[config.mk]
export PLATFORM = sky130hd
export DESIGN_NAME = ble_uart_rx
export DESIGN_NICKNAME = d
export VERILOG_FILES = /design/src/rtl/ble_uart_rx.sv
export SDC_FILE = /design/constraint.sdc
export NUM_CORES = 1
export LEC_CHECK = 0
export CAP_MARGIN = 30
export CORE_MARGIN = 5
export CORE_UTILIZATION = 40
export DETAILED_ROUTE_END_ITERATION = 16
export GPL_TIMING_DRIVEN = 0
export PLACE_DENSITY = 0.55
export SLEW_MARGIN = 20
export SYNTH_ARGS = -nofsm -noshare
export SYNTH_HDL_FRONTEND = slang
export SYNTH_SLANG_ARGS = --single-unit
[constraint.sdc]
create_clock -name clk -period 2.8 [get_ports clk]
set_input_delay 0.42 -clock clk [delete_from_list [all_inputs] [get_ports clk]]
set_output_delay 0.42 -clock clk [all_outputs]
set_load 0.05 [all_outputs]
[src/rtl/ble_uart_rx.sv]
// ble_uart_rx: 16x-oversampled UART receiver for the RN4871 BLE PMOD TX line.
// Validates start/stop bits, suppresses break conditions, and queues good
// bytes in a first-word-fall-through FIFO drained by a valid/ready handshake.
module ble_uart_rx #(
  parameter int unsigned CLKS_PER_TICK = 27,
  parameter int unsigned FIFO_DEPTH    = 8
) (
  input  logic                         clk,
  input  logic                         rst,
  input  logic                         i_rxd,
  output logic [7:0]                   o_data,
  output logic                         o_valid,
  input  logic                         i_ready,
  output logic [$clog2(FIFO_DEPTH):0]  o_count,
  output logic                         o_frame_err,
  output logic                         o_overrun
);

  localparam int unsigned TW = $clog2(CLKS_PER_TICK);
  localparam int unsigned AW = $clog2(FIFO_DEPTH);
  localparam int unsigned CW = AW + 1;

  typedef enum logic [2:0] {
    S_IDLE,
    S_START,
    S_DATA,
    S_STOP,
    S_BREAK
  } state_t;

  state_t state;
  state_t state_nxt;

  logic          rx_meta;
  logic          rxs;
  logic [TW-1:0] tick_cnt;
  logic          tick;
  logic [3:0]    tcnt;
  logic [2:0]    bidx;
  logic [7:0]    shreg;

  logic          mid_tick_c;
  logic          end_tick_c;
  logic          start_ok_c;
  logic          sample_c;
  logic          push_c;
  logic          ferr_c;

  logic [7:0]    mem [FIFO_DEPTH];
  logic [CW-1:0] wr_ptr;
  logic [CW-1:0] rd_ptr;
  logic [CW-1:0] count_c;
  logic          full_c;
  logic          pop_c;
  logic          wr_en_c;
  logic          ovr_c;

  // Two-flop synchronizer on the asynchronous line; idles high out of reset.
  always_ff @(posedge clk) begin
    if (rst) begin
      rx_meta <= 1'b1;
      rxs     <= 1'b1;
    end else begin
      rx_meta <= i_rxd;
      rxs     <= rx_meta;
    end
  end

  // Oversample tick divider, held at zero whenever no frame is in progress.
  always_ff @(posedge clk) begin
    if (rst) begin
      tick_cnt <= '0;
    end else if (state == S_IDLE || state == S_BREAK) begin
      tick_cnt <= '0;
    end else if (tick) begin
      tick_cnt <= '0;
    end else begin
      tick_cnt <= tick_cnt + TW'(1);
    end
  end

  assign tick       = (tick_cnt == TW'(CLKS_PER_TICK - 1));
  assign mid_tick_c = tick && (tcnt == 4'd7);
  assign end_tick_c = tick && (tcnt == 4'd15);

  // Frame FSM state register.
  always_ff @(posedge clk) begin
    if (rst) begin
      state <= S_IDLE;
    end else begin
      state <= state_nxt;
    end
  end

  // Frame FSM next-state logic.
  always_comb begin
    state_nxt = state;
    case (state)
      S_IDLE: begin
        if (!rxs) state_nxt = S_START;
      end
      S_START: begin
        if (mid_tick_c) state_nxt = rxs ? S_IDLE : S_DATA;
      end
      S_DATA: begin
        if (end_tick_c && bidx == 3'd7) state_nxt = S_STOP;
      end
      S_STOP: begin
        if (end_tick_c) state_nxt = rxs ? S_IDLE : S_BREAK;
      end
      S_BREAK: begin
        if (rxs) state_nxt = S_IDLE;
      end
      default: state_nxt = S_IDLE;
    endcase
  end

  // Frame FSM outputs: strobes for the datapath, FIFO and error flags.
  always_comb begin
    start_ok_c = 1'b0;
    sample_c   = 1'b0;
    push_c     = 1'b0;
    ferr_c     = 1'b0;
    case (state)
      S_START: start_ok_c = mid_tick_c && !rxs;
      S_DATA:  sample_c   = end_tick_c;
      S_STOP: begin
        push_c = end_tick_c && rxs;
        ferr_c = end_tick_c && !rxs;
      end
      default: ;
    endcase
  end

  // Tick counter, bit index and LSB-first shift register.
  always_ff @(posedge clk) begin
    if (rst) begin
      tcnt  <= '0;
      bidx  <= '0;
      shreg <= '0;
    end else begin
      if (state == S_IDLE) begin
        tcnt <= '0;
      end else if (tick) begin
        tcnt <= start_ok_c ? 4'd0 : tcnt + 4'd1;
      end
      if (start_ok_c) begin
        bidx <= '0;
      end else if (sample_c) begin
        bidx <= bidx + 3'd1;
      end
      if (sample_c) begin
        shreg <= {rxs, shreg[7:1]};
      end
    end
  end

  assign count_c = wr_ptr - rd_ptr;
  assign full_c  = (count_c == CW'(FIFO_DEPTH));
  assign pop_c   = o_valid && i_ready;
  // A full FIFO still accepts a byte when the head leaves in the same cycle.
  assign wr_en_c = push_c && (!full_c || pop_c);
  assign ovr_c   = push_c && full_c && !pop_c;

  // FIFO storage; contents are meaningless outside the occupied window.
  always_ff @(posedge clk) begin
    if (wr_en_c) begin
      mem[wr_ptr[AW-1:0]] <= shreg;
    end
  end

  // FIFO pointers, one bit wider than the address to tell full from empty.
  always_ff @(posedge clk) begin
    if (rst) begin
      wr_ptr <= '0;
      rd_ptr <= '0;
    end else begin
      if (wr_en_c) wr_ptr <= wr_ptr + CW'(1);
      if (pop_c)   rd_ptr <= rd_ptr + CW'(1);
    end
  end

  // One-cycle error pulses.
  always_ff @(posedge clk) begin
    if (rst) begin
      o_frame_err <= 1'b0;
      o_overrun   <= 1'b0;
    end else begin
      o_frame_err <= ferr_c;
      o_overrun   <= ovr_c;
    end
  end

  assign o_count = count_c;
  assign o_valid = (count_c != '0);
  assign o_data  = mem[rd_ptr[AW-1:0]];

endmodule
* Word level (Yosys, flattened, before mapping)
Memories as Yosys holds them, arrays and structs flattened. A register that Yosys moved wholly into a read port is not among the register bits.
Cells that the tools add are included.
** Word-level totals
- Register bits after elaboration :: 35
- Memory bits (writable) :: 64
- Input port bits :: 4
- Output and inout port bits :: 15
- Logic and storage cells :: 71
- Memories :: 1
** Operators by class
- $add $sub $neg :: 6
- Equal/unequal tests :: 14
- Multiplexer cells :: 16
- Bitwise logic cells :: 1
- Reduce and logical (&&, ||, !) cells :: 22
** Memories
- mem :: words 8, width 8, read ports 1, clocked after Yosys merged registers in 1, wr ports 1, RTL line 49 : logic [7:0] mem [FIFO_DEPTH];
** Operators by type and width (count)
- $mux 3 :: 8
- $pmux 3 s5 :: 1
- $add 4x1->4 const B :: 3
- $logic_and 1x1->1 :: 10
- $ne 2x2->1 const B :: 5
- $eq 4x4->1 const B :: 2
- $eq 3x2->1 const B :: 2
- $eq 3x3->1 const B :: 2
- $reduce_or 2->1 :: 3
- $add 5x1->5 const B :: 1
- $eq 5x5->1 const B :: 1
- $mux 1 :: 5
- $reduce_and 5->1 :: 1
- $eq 4x3->1 const B :: 1
- $mux 4 :: 1
- $reduce_bool 4->1 :: 1
- $sub 4x4->4 :: 1
- $add 3x1->3 const B :: 1
- $eq 3x1->1 const B :: 1
- $logic_not 1->1 :: 3
- $logic_not 3->1 :: 1
- $reduce_or 3->1 :: 1
- $logic_or 1x1->1 :: 2
- $mux 2 :: 1
- $not 1->1 :: 1

* Depth between registers and ports, before layout
Gate-level depths: netlist (run 1).
- Word-level depth :: 7
- Gate-level depth with buffers :: 10
- Depth with buffers taken out :: 9

* Least setup slack after synthesis (run 1)
OpenSTA, ideal clock, no wires.
- Path type :: reg2reg
- Start point :: reg wr_ptr[0]
- End point :: mem mem[2][0] (enable)
- Data arrival time :: 3.163 ns
- Data required time :: 2.402 ns
- Setup slack :: -0.761 ns
- Stages on the path, launching flop included :: 10
- Buffers on the path :: 1
- Period minus slack after synthesis :: 3.561 ns
- Path through :: dfxtp_1 -> clkbuf_1 -> inv_1 -> ha_1 -> inv_1 -> fa_1 -> xor2_2 -> nor4_2 -> a31o_4 -> nor4b_1
** On the way
- Longest elaborated chain between the ends :: 7
** Ends and longest elaborated chain
- start, declared :: RTL line 50 : logic [CW-1:0] wr_ptr;
- start signal, assigned :: RTL line 178 : if (wr_en_c) wr_ptr <= wr_ptr + CW'(1);
- $sub 4x4->4 (*) :: RTL line 158 : assign count_c = wr_ptr - rd_ptr;
- via o_count[2] :: RTL line 14 : output logic [$clog2(FIFO_DEPTH):0] o_count,
- $eq 4x4->1 / $reduce_bool 4->1 (equally long branches) :: RTL line 159, 195
- $logic_not 1->1 / $logic_and 1x1->1 (equally long branches) :: RTL line 162, 160
- $logic_or 1x1->1 (*) :: RTL line 162 : assign wr_en_c = push_c && (!full_c || pop_c);
- $logic_and 1x1->1 (*) :: RTL line 162
- $mux 1 (*) :: RTL line 167 : if (wr_en_c) begin
- $mux 1 (implied by the code) (*) :: RTL line 168 : mem[wr_ptr[AW-1:0]] <= shreg;
- end, declared :: RTL line 49
The timed path passes the listed nets; every way through them passes the cells marked *.

* Final worst setup path (run 1)
- Start point :: reg wr_ptr[0]
- End point :: out o_count[1]
** On the way
- Longest elaborated chain between the ends :: 1
** Ends and longest elaborated chain (RTL line)
- $sub 4x4->4 :: 158
- end, declared :: 14
Every way passes these cells.

==> out/summary.md, run 1 <==
The number of cells traversed by the worst register-to-register path is 10, and the adder and majority gate portion of the synthesized area is 0.0343. The logs give 0.133 for the total global-route track usage and 0 for the final-report hold violation count. The cell count after synthesis came out at 299. The main flop type after synthesis is sky130_fd_sc_hd__edfxtp_1. The met2 track utilization from global routing is 0.219. Largest family of logic cells by synthesized area: multiplexers. At the end of the flow, the number of nets in the layout was 349. The detail route stage leaves a number of antenna-violating nets equal to 0. The total power per unit cell area was 690 nW/um^2; the peak fanout along the critical path was 8. The tools report the via count of the first global-routing pass as 2,387.

The worst slew slack as a fraction of its limit was 0.492. For this design, the sink count on the clock tree is 102. The cell sitting at the root of the clock tree is a sky130_fd_sc_hd__clkbuf_8. The synthesized design contains 102 register bits. The run gives 0.173 as the met1 track demand over resource. The category of the most critical setup path is reg -> out.

For the pin count of the biggest net entering global routing, the log shows 20. The cell taking the most area after synthesis was sky130_fd_sc_hd__edfxtp_1. The mux share of post-synthesis cell area is 0.114.

The average footprint of a synthesized cell came out at 14.1 sq um. IR analysis of the VDD net gives a maximum drop of 0.000383 V. In this run, post-CTS hold repair placed 0 buffers. The vertical die dimension is 113 microns, and the number of optimization iterations in the first detailed-route pass is 4. The kind of launch point of the worst setup path is a flop. The total overflow left after global routing is 0.

The tools report the worst min-delay path startpoint as rx_meta. In this run the static leakage power is 1.64 nW. The floorplan step defined a core boundary enclosing 10,300 sq um. The destination of the worst hold path is rxs. The share of flip-flops with an asynchronous set or reset after synthesis is 0.

The count of cells along the worst hold path works out to 1. The layer with the highest usage is met2. TritonCTS built the clock tree. Setup violations remaining at the end of the flow were counted as 0. The worst register-to-register path ends at mem[1][6].

The simple-gate share of the synthesized area is 0.110. The tools report the post-synthesis cell area as 4230 sq um. For the worst setup path, the data required time is 2.38 ns.

The tools report the total CTS buffers as 9. The logs give 7.92 mm for the overall routed net length and 12,700 sq um for the die footprint. The share of layout cells above drive strength 1 works out to 0.280. For the final database, setup skew stands at 0.00942 ns. Buffers placed on the I/O ports in this run total 17. In this run the deepest clock path goes through 2 buffers.

For the fraction of the yosys area taken by sequential cells, the log shows 0.635. For the internal reg-to-reg setup slack, the log shows 0.17 ns. The number of warnings issued by yosys was 0.

The minimum clock period after layout was 2.67 ns; the number of antenna violations at the first check in global routing was 0. After detailed routing, the number of vias per cell comes to 5.08. The part of the cycle the worst path needs came out at 0.954. The initial cell density of the core was 0.410; the first-pass GRT wire length was 13.0 mm.

Synthesis produced a netlist with a net count of 314. The routed layout has 2,412 vias. The worst register-to-register path begins at wr_ptr[0]. Number of cell rows: 37. Setup repair after global routing left no endpoint under its margin. Number of violations of the max-capacitance limit: 0. For the number of levels in the clock H-tree, the log shows 3.

Transition time at the pin with the least slew margin: 0.762 ns. The run finished with clean final reports. Hold timing on the final database bottoms out at a slack of 0.420 ns. Timing would allow up to 374 MHz.

Counting flops with a built-in enable in the synthesized netlist gives 64. The average detailed-routed wire length per instance works out to 16.7 microns. For the distinct cell type count of the synthesized netlist, the log shows 50. For the DRC marker count from the first detailed-route iteration, the log shows 104. The final count of pins violating max slew is 0. The HPWL after detailed placement is 5.18 mm.

The share of Yosys cell area claimed by the top area cell type is 0.455, and the remaining routing DRC violations is 0. The weighted congestion reported at the end of routability-driven placement came out at 0.768. The xor and xnor fraction of the mapped netlist area was 0.0308. After synthesis, the cell types taking the most area are sky130_fd_sc_hd__edfxtp_1 (45%), sky130_fd_sc_hd__dfxtp_1 (18%), sky130_fd_sc_hd__mux4_2 (8.5%). The fraction of the mapped netlist area in compound gates is 0.0509, and the arrival time of the worst setup path is 2.25 ns. Fraction of met3 tracks used by global routing: 0.0337. From synthesis to final layout, the design area changed by 19.7%. The kind of capture point of the worst setup path was an output port. The tools report the clock network latency to the later pin of the worst-skew pair as 0.37 ns.

The clock transition at the registers of the reported paths is 0.10 ns. The number of antenna diodes in the final layout is 0. For the core occupancy in the finished layout, the log shows 0.490.

The worst min-delay path category was reg -> reg. The overall power of the completed layout was 0.00349 W; the I/O pin total was 19. The floorplan step set the die width to 113 microns.
flip-flops by register name (all words and copies together), names as in the netlist, named ones only:
register,cells
rxs,1
rx_meta,1
bidx,3
shreg,8
state,3
o_frame_err,1
mem,64
rd_ptr,4
tcnt,4
wr_ptr,4
tick_cnt,5
o_overrun,1
per-layer routing:
metal,routed length [microns],up-vias,part of all wire
met5,0,-,0
met1,3610,1199,0.46
met2,4010,26,0.51
met3,200,7,0.025
met4,97,0,0.012
li1,-,1180,-
cells by family after synthesis:
kind of cell    Yosys count
compound gates           33
xor+xnor                 14
fa+ha+maj                11
buf+inv                  25
flops                   102
mux                      27
simple gates             87
worst max-delay path, cell delays in order (launching register included):
cell and delay, ns:
sky130_fd_sc_hd__dfxtp_2 0.34, sky130_fd_sc_hd__buf_8 0.15, sky130_fd_sc_hd__inv_6 0.09, sky130_fd_sc_hd__ha_4 0.14, sky130_fd_sc_hd__inv_1 0.05, sky130_fd_sc_hd__fa_2 0.60, sky130_fd_sc_hd__clkdlybuf4s15_1 0.52
through the flow:
stage | setup WS [ns] | instances | setup TNS [ns] | cell area, sq um
after floorplan | 0.0334 | 299 | 0 | 4360
after global placement | -0.342 | 452 | -7.12 | 4700
after detailed placement | -0.352 | 452 | -7.75 | 4710
after CTS | -0.0323 | 474 | -0.0323 | 5030
after global routing | 0.00681 | 475 | 0 | 5060
final | 0.129 | 475 | 0 | 5060
repair_timing:
action	CTS	global route
pin swaps	6	4
endpoints found under the setup margin	68	42
endpoints found under the hold margin	0	0
gates resized for setup	36	20
buffers inserted	7	1
cell type report:
cell class / instances / area (sq um)
clock buffers: 9 / 124
well taps: 136 / 170
fillers: 885 / 5260
inverters: 11 / 46.3
repair buffers: 25 / 269
flip-flops and latches: 102 / 2690
clock inverters: 7 / 66.3
multi-input cells: 172 / 1610
plain buffers: 13 / 87.6
worst max-delay path by stage:
stage                    from         end  slack (ns)  depth (start not counted)
floorplan           wr_ptr[0]   mem[6][0]        0.03                         10
global placement         flop   o_data[7]       -0.34                          5
detailed placement       flop   o_data[6]       -0.35                          5
CTS                      flop   o_data[7]       -0.03                          5
global route             flop   o_data[5]       0.007                          5
finish              wr_ptr[0]  o_count[1]        0.13                          6
placed cells by master, fill, tap and decap left out, types with 8 or more instances in the layout:
| cell | n |
|---|---|
| sky130_fd_sc_hd__mux2_2 | 8 |
| sky130_fd_sc_hd__dfxtp_1 | 36 |
| sky130_fd_sc_hd__a21oi_1 | 18 |
| sky130_fd_sc_hd__clkbuf_8 | 9 |
| sky130_fd_sc_hd__xnor2_1 | 8 |
| sky130_fd_sc_hd__mux4_2 | 16 |
| sky130_fd_sc_hd__nor2_1 | 19 |
| sky130_fd_sc_hd__inv_1 | 10 |
| sky130_fd_sc_hd__ha_1 | 9 |
| sky130_fd_sc_hd__edfxtp_1 | 64 |
| sky130_fd_sc_hd__nand2_1 | 29 |
where the power goes:
group	internal, W	total (W)	switching (W)
Combinational	0.000367	0.000965	0.000598
Sequential	0.00160	0.00164	0.0000353
Clock	0.000345	0.000890	0.000545
synth_stat cells, types with 2 or more instances:
master,instances
sky130_fd_sc_hd__mux4_2,16
sky130_fd_sc_hd__xor2_1,5
sky130_fd_sc_hd__xnor2_1,8
sky130_fd_sc_hd__ha_1,10
sky130_fd_sc_hd__o21ai_0,4
sky130_fd_sc_hd__mux2i_1,3
sky130_fd_sc_hd__nor4b_1,4
sky130_fd_sc_hd__buf_1,3
sky130_fd_sc_hd__dfxtp_1,38
sky130_fd_sc_hd__nand3_1,6
sky130_fd_sc_hd__nor2_1,19
sky130_fd_sc_hd__a31o_2,2
sky130_fd_sc_hd__inv_1,11
sky130_fd_sc_hd__clkbuf_1,7
sky130_fd_sc_hd__nor3_1,5
sky130_fd_sc_hd__nor4_1,2
sky130_fd_sc_hd__buf_2,2
sky130_fd_sc_hd__and3b_1,2
sky130_fd_sc_hd__or2_2,2
sky130_fd_sc_hd__a21oi_1,18
sky130_fd_sc_hd__mux2_2,8
sky130_fd_sc_hd__or3_1,3
sky130_fd_sc_hd__nand4_1,2
sky130_fd_sc_hd__edfxtp_1,64
sky130_fd_sc_hd__nand2_1,30
Power figures use the tool's default switching activity.
==> inputs of run 2 (changes only) <==
--- a/config.mk
+++ b/config.mk
@@ -8,9 +8,11 @@
 export CAP_MARGIN = 30
 export CORE_MARGIN = 5
 export CORE_UTILIZATION = 40
+export CTS_CLUSTER_SIZE = 8
 export DETAILED_ROUTE_END_ITERATION = 16
 export GPL_TIMING_DRIVEN = 0
 export PLACE_DENSITY = 0.55
+export SKIP_CTS_REPAIR_TIMING = 1
 export SLEW_MARGIN = 20
 export SYNTH_ARGS = -nofsm -noshare
 export SYNTH_HDL_FRONTEND = slang
==> run 2 against run 1 <==
Effect of this change: critical path depth increased by 2; fmax is 1.2% lower; sequential share of layout area increased by 0.24 points; register-to-register slack worse by 0.03 ns; non-clock buffer count stayed put; power is essentially flat; combinational power grew 0.7%; clock skew about the same; routed wire length fell by 0.69%; first-iteration DRC count decreased by 17%; global-route usage down 0.17 points; critical path type unchanged; largest cell class unchanged.
==> out/summary.md, run 2 (synthesis results as in run 1) <==
The via count of the first global-routing pass was 2,340 (-2.0%). The minimum setup slack in the final design came out at 0.0971 ns (-0.0319 ns). The logs give 0.410 (unchanged) for the initial cell density of the core and 1.67 nW (+1.8%) for the total leakage power.

In this run the critical register-to-register path is launched from wr_ptr[0]. The worst setup timing slack at the placement stage is -0.352 ns (unchanged), and the post-detailed-route count of antenna-violating nets is 0 (unchanged). The tools report the HPWL after detailed placement as 5.18 mm (unchanged).

For the data required time of the critical path, the log shows 2.38 ns (about the same). The summed area of non-filler cells in the final layout was 5040 sq um (-0.49%). STA classifies the critical path startpoint as a flop. The total of buffers placed on input and output ports came out at 17 (unchanged). Buffer depth of the longest clock path: 2 (unchanged). Among cell families on the critical path, the largest total delay comes from adder cells. Compared with the post-synthesis result, the final layout area differs by 19.1%. The tools report the kind of capture point of the worst setup path as an output port. Worst min-delay path category: reg -> reg.

The die footprint came out at 12,700 sq um (unchanged). The core occupancy in the finished layout was 0.488 (-0.00242). The logs give 349 (unchanged) for the final layout net count and 0 (unchanged) for the remaining routing DRC violations. The number of levels in the clock H-tree is 3 (unchanged). The multi-input gate area in the final layout came out at 1600 sq um (-1.1%). The run gives 4710 sq um (unchanged) as the standard cell area after detailed placement. The part of the cycle the worst path needs is 0.965 (+0.0114), and the number of cell rows is 37 (unchanged). For the weighted congestion reported at the end of routability-driven placement, the log shows 0.768 (unchanged). The antenna diode instance count is 0 (unchanged), and the placeable core region is 10,300 sq um (unchanged). The I/O pin total is 19 (unchanged), and the clock network latency to the later pin of the worst-skew pair is 0.37 ns (about the same).

The root buffer cell chosen for the clock tree is sky130_fd_sc_hd__clkbuf_8. Worst slew slack as a fraction of its limit: 0.499 (+0.00749). The run gives 2.28 ns (+0.03 ns) as the arrival time of the worst setup path. For this design, the slowest cell found on the critical path is sky130_fd_sc_hd__fa_2. The number of clock sinks was 102 (unchanged). The total CTS buffers was 9 (unchanged); the final count of pins violating max slew was 0 (unchanged).

The share of total power in sequential cells was 0.468 (about the same). The signal on the critical path passes through clkbuf_8 > inv_4 > ha_1 > inv_1 > fa_2 > nor3_2 > nand2_1 > buf_2. The endpoint identified for the worst register-to-register timing path is mem[3][2]. The path with the worst hold slack has its endpoint at rxs. Setup repair after global routing could not meet its margin everywhere. Vertical die dimension: 113 microns (unchanged). The number of antenna violations at the first check in global routing came out at 0 (unchanged). The routed via count was 2,404 (-0.33%). Largest clock skew in the final design: 0.00954 ns (+0.000121 ns). The width of the die is 113 microns (unchanged), and the minimum clock period after layout is 2.70 ns (+0.0319 ns). Hold slack: 0.420 ns (-0.000768 ns).

The overall routed net length was 7.86 mm (-0.69%); the relative contribution of combinational cells to total power was 0.278 (+0.002). Average detailed-routed wire length per instance: 16.6 microns (-0.69%). The remaining global-route overflow is 0 (unchanged), and the switching component of the power is 0.00117 W (-0.44%). The maximum ir drop on the vdd rail is 0.000472 V (+23%). Number of cells traversed by the worst register-to-register path: 8 (-2). The run finished with clean final reports. The total global-route track usage was 0.132 (-0.00172).

The number of optimization iterations in the first detailed-route pass is 4 (unchanged), and the count of cells along the worst hold path is 1 (unchanged). The final-layout fill cell count is 894 (+1.0%), and the sum of buffers and inverters on the critical path is 4 (unchanged). The share of layout cells above drive strength 1 works out to 0.263 (-0.0177).

Total power per unit cell area: 693 nW/um^2 (+0.51%). The area taken by flip-flops and latches came out at 2680 sq um (about the same). The proportion of total power due to net switching was 0.336 (-0.00153); the peak fanout along the critical path was 8 (unchanged). The worst hold path begins at rx_meta.

The most common cell after layout, fill and taps aside is sky130_fd_sc_hd__edfxtp_1. Category of the most critical setup path: reg -> out. TritonCTS built the clock tree. The logs give 86 (-17%) for the DRC marker count from the first detailed-route iteration and 20 (unchanged) for the pin count of the biggest net entering global routing.

The largest stage delay on the critical path was 0.48 ns (-0.12 ns); the internal reg-to-reg setup slack was 0.14 ns (-0.03 ns). In the layout the commonest cells are sky130_fd_sc_hd__edfxtp_1 (64), sky130_fd_sc_hd__dfxtp_1 (37), sky130_fd_sc_hd__nand2_1 (29). The first-pass GRT wire length is 12.8 mm (-1.3%), and the flip-flop count of the largest register, all copies and words added is 64 (unchanged). The routed via count divided by cell count is 5.06 (-0.33%). The internal power came out at 0.00232 W (+0.24%). Transition time at the pin with the least slew margin: 0.751 ns (-0.0112 ns). The clock share of power came out at 0.254 (about the same).

The logs give 0 (unchanged) for the final-report hold violation count and 0.00349 W (about the same) for the overall power of the completed layout. The clock transition at the registers of the reported paths was 0.10 ns (about the same). The run gives 370 MHz (-1.2%) as the maximum clock rate. The number of violations of the max-capacitance limit is 0 (unchanged), and the final count of negative-setup-slack endpoints is 0 (unchanged).
==> run 2: layout make-up <==
| cell class | instances | area share |
|---|---|---|
| plain buffers | 13 | 0.0164 |
| multi-input cells | 172 | 0.317 |
| clock buffers | 9 | 0.0246 |
| repair buffers | 25 | 0.0537 |
| clock inverters | 7 | 0.0132 |
| flip-flops and latches | 102 | 0.533 |
| well taps | 136 | 0.0338 |
| inverters | 11 | 0.00870 |
==> run 2: per-layer routing <==
metal  up-vias  routed length (microns)  track usage
met3         6                      239       0.0337
met4         0                       85       0.0457
met5         -                        0            0
met1      1190                     3580        0.175
met2        29                     3960        0.210
li1       1179                        -            -
==> run 2: power groups by stage <==
stage / Clock (W) / Sequential (W) / Combinational, W
floorplan: 0 / 0.00165 / 0.000758
global placement: 0 / 0.00165 / 0.000998
detailed placement: 0 / 0.00165 / 0.00101
CTS: 0.000932 / 0.00162 / 0.00101
global route: 0.000993 / 0.00164 / 0.00104
finish: 0.000885 / 0.00163 / 0.000972
==> run 2: through the flow <==
step                setup TNS, ns  std cells
floorplan                       0        299
CTS                        -13.72        468
finish                          0        475
global route              -0.0295        475
global placement            -7.12        452
detailed placement          -7.75        452
==> run 2: worst reg2reg max path, stage by stage (launching register included) <==
cell and delay, ns:
sky130_fd_sc_hd__dfxtp_1 0.33, sky130_fd_sc_hd__clkbuf_8 0.18, sky130_fd_sc_hd__inv_4 0.09, sky130_fd_sc_hd__ha_1 0.19, sky130_fd_sc_hd__inv_1 0.06, sky130_fd_sc_hd__fa_2 0.59, sky130_fd_sc_hd__nor4_4 0.09, sky130_fd_sc_hd__a31o_4 0.31
sky130_fd_sc_hd__nor3_4 0.47
==> run 2: worst max path at each step <==
stage / slack, ns / startpoint / cells past startpoint / to
4_1_cts: -0.77 / flop / 5 / o_data[7]
2_1_floorplan: 0.03 / wr_ptr[0] / 10 / mem[6][0]
3_3_place_gp: -0.34 / flop / 5 / o_data[7]
6_report: 0.1 / wr_ptr[0] / 8 / o_valid
5_1_grt: -0.03 / wr_ptr[0] / 8 / o_valid
3_5_place_dp: -0.35 / flop / 5 / o_data[6]
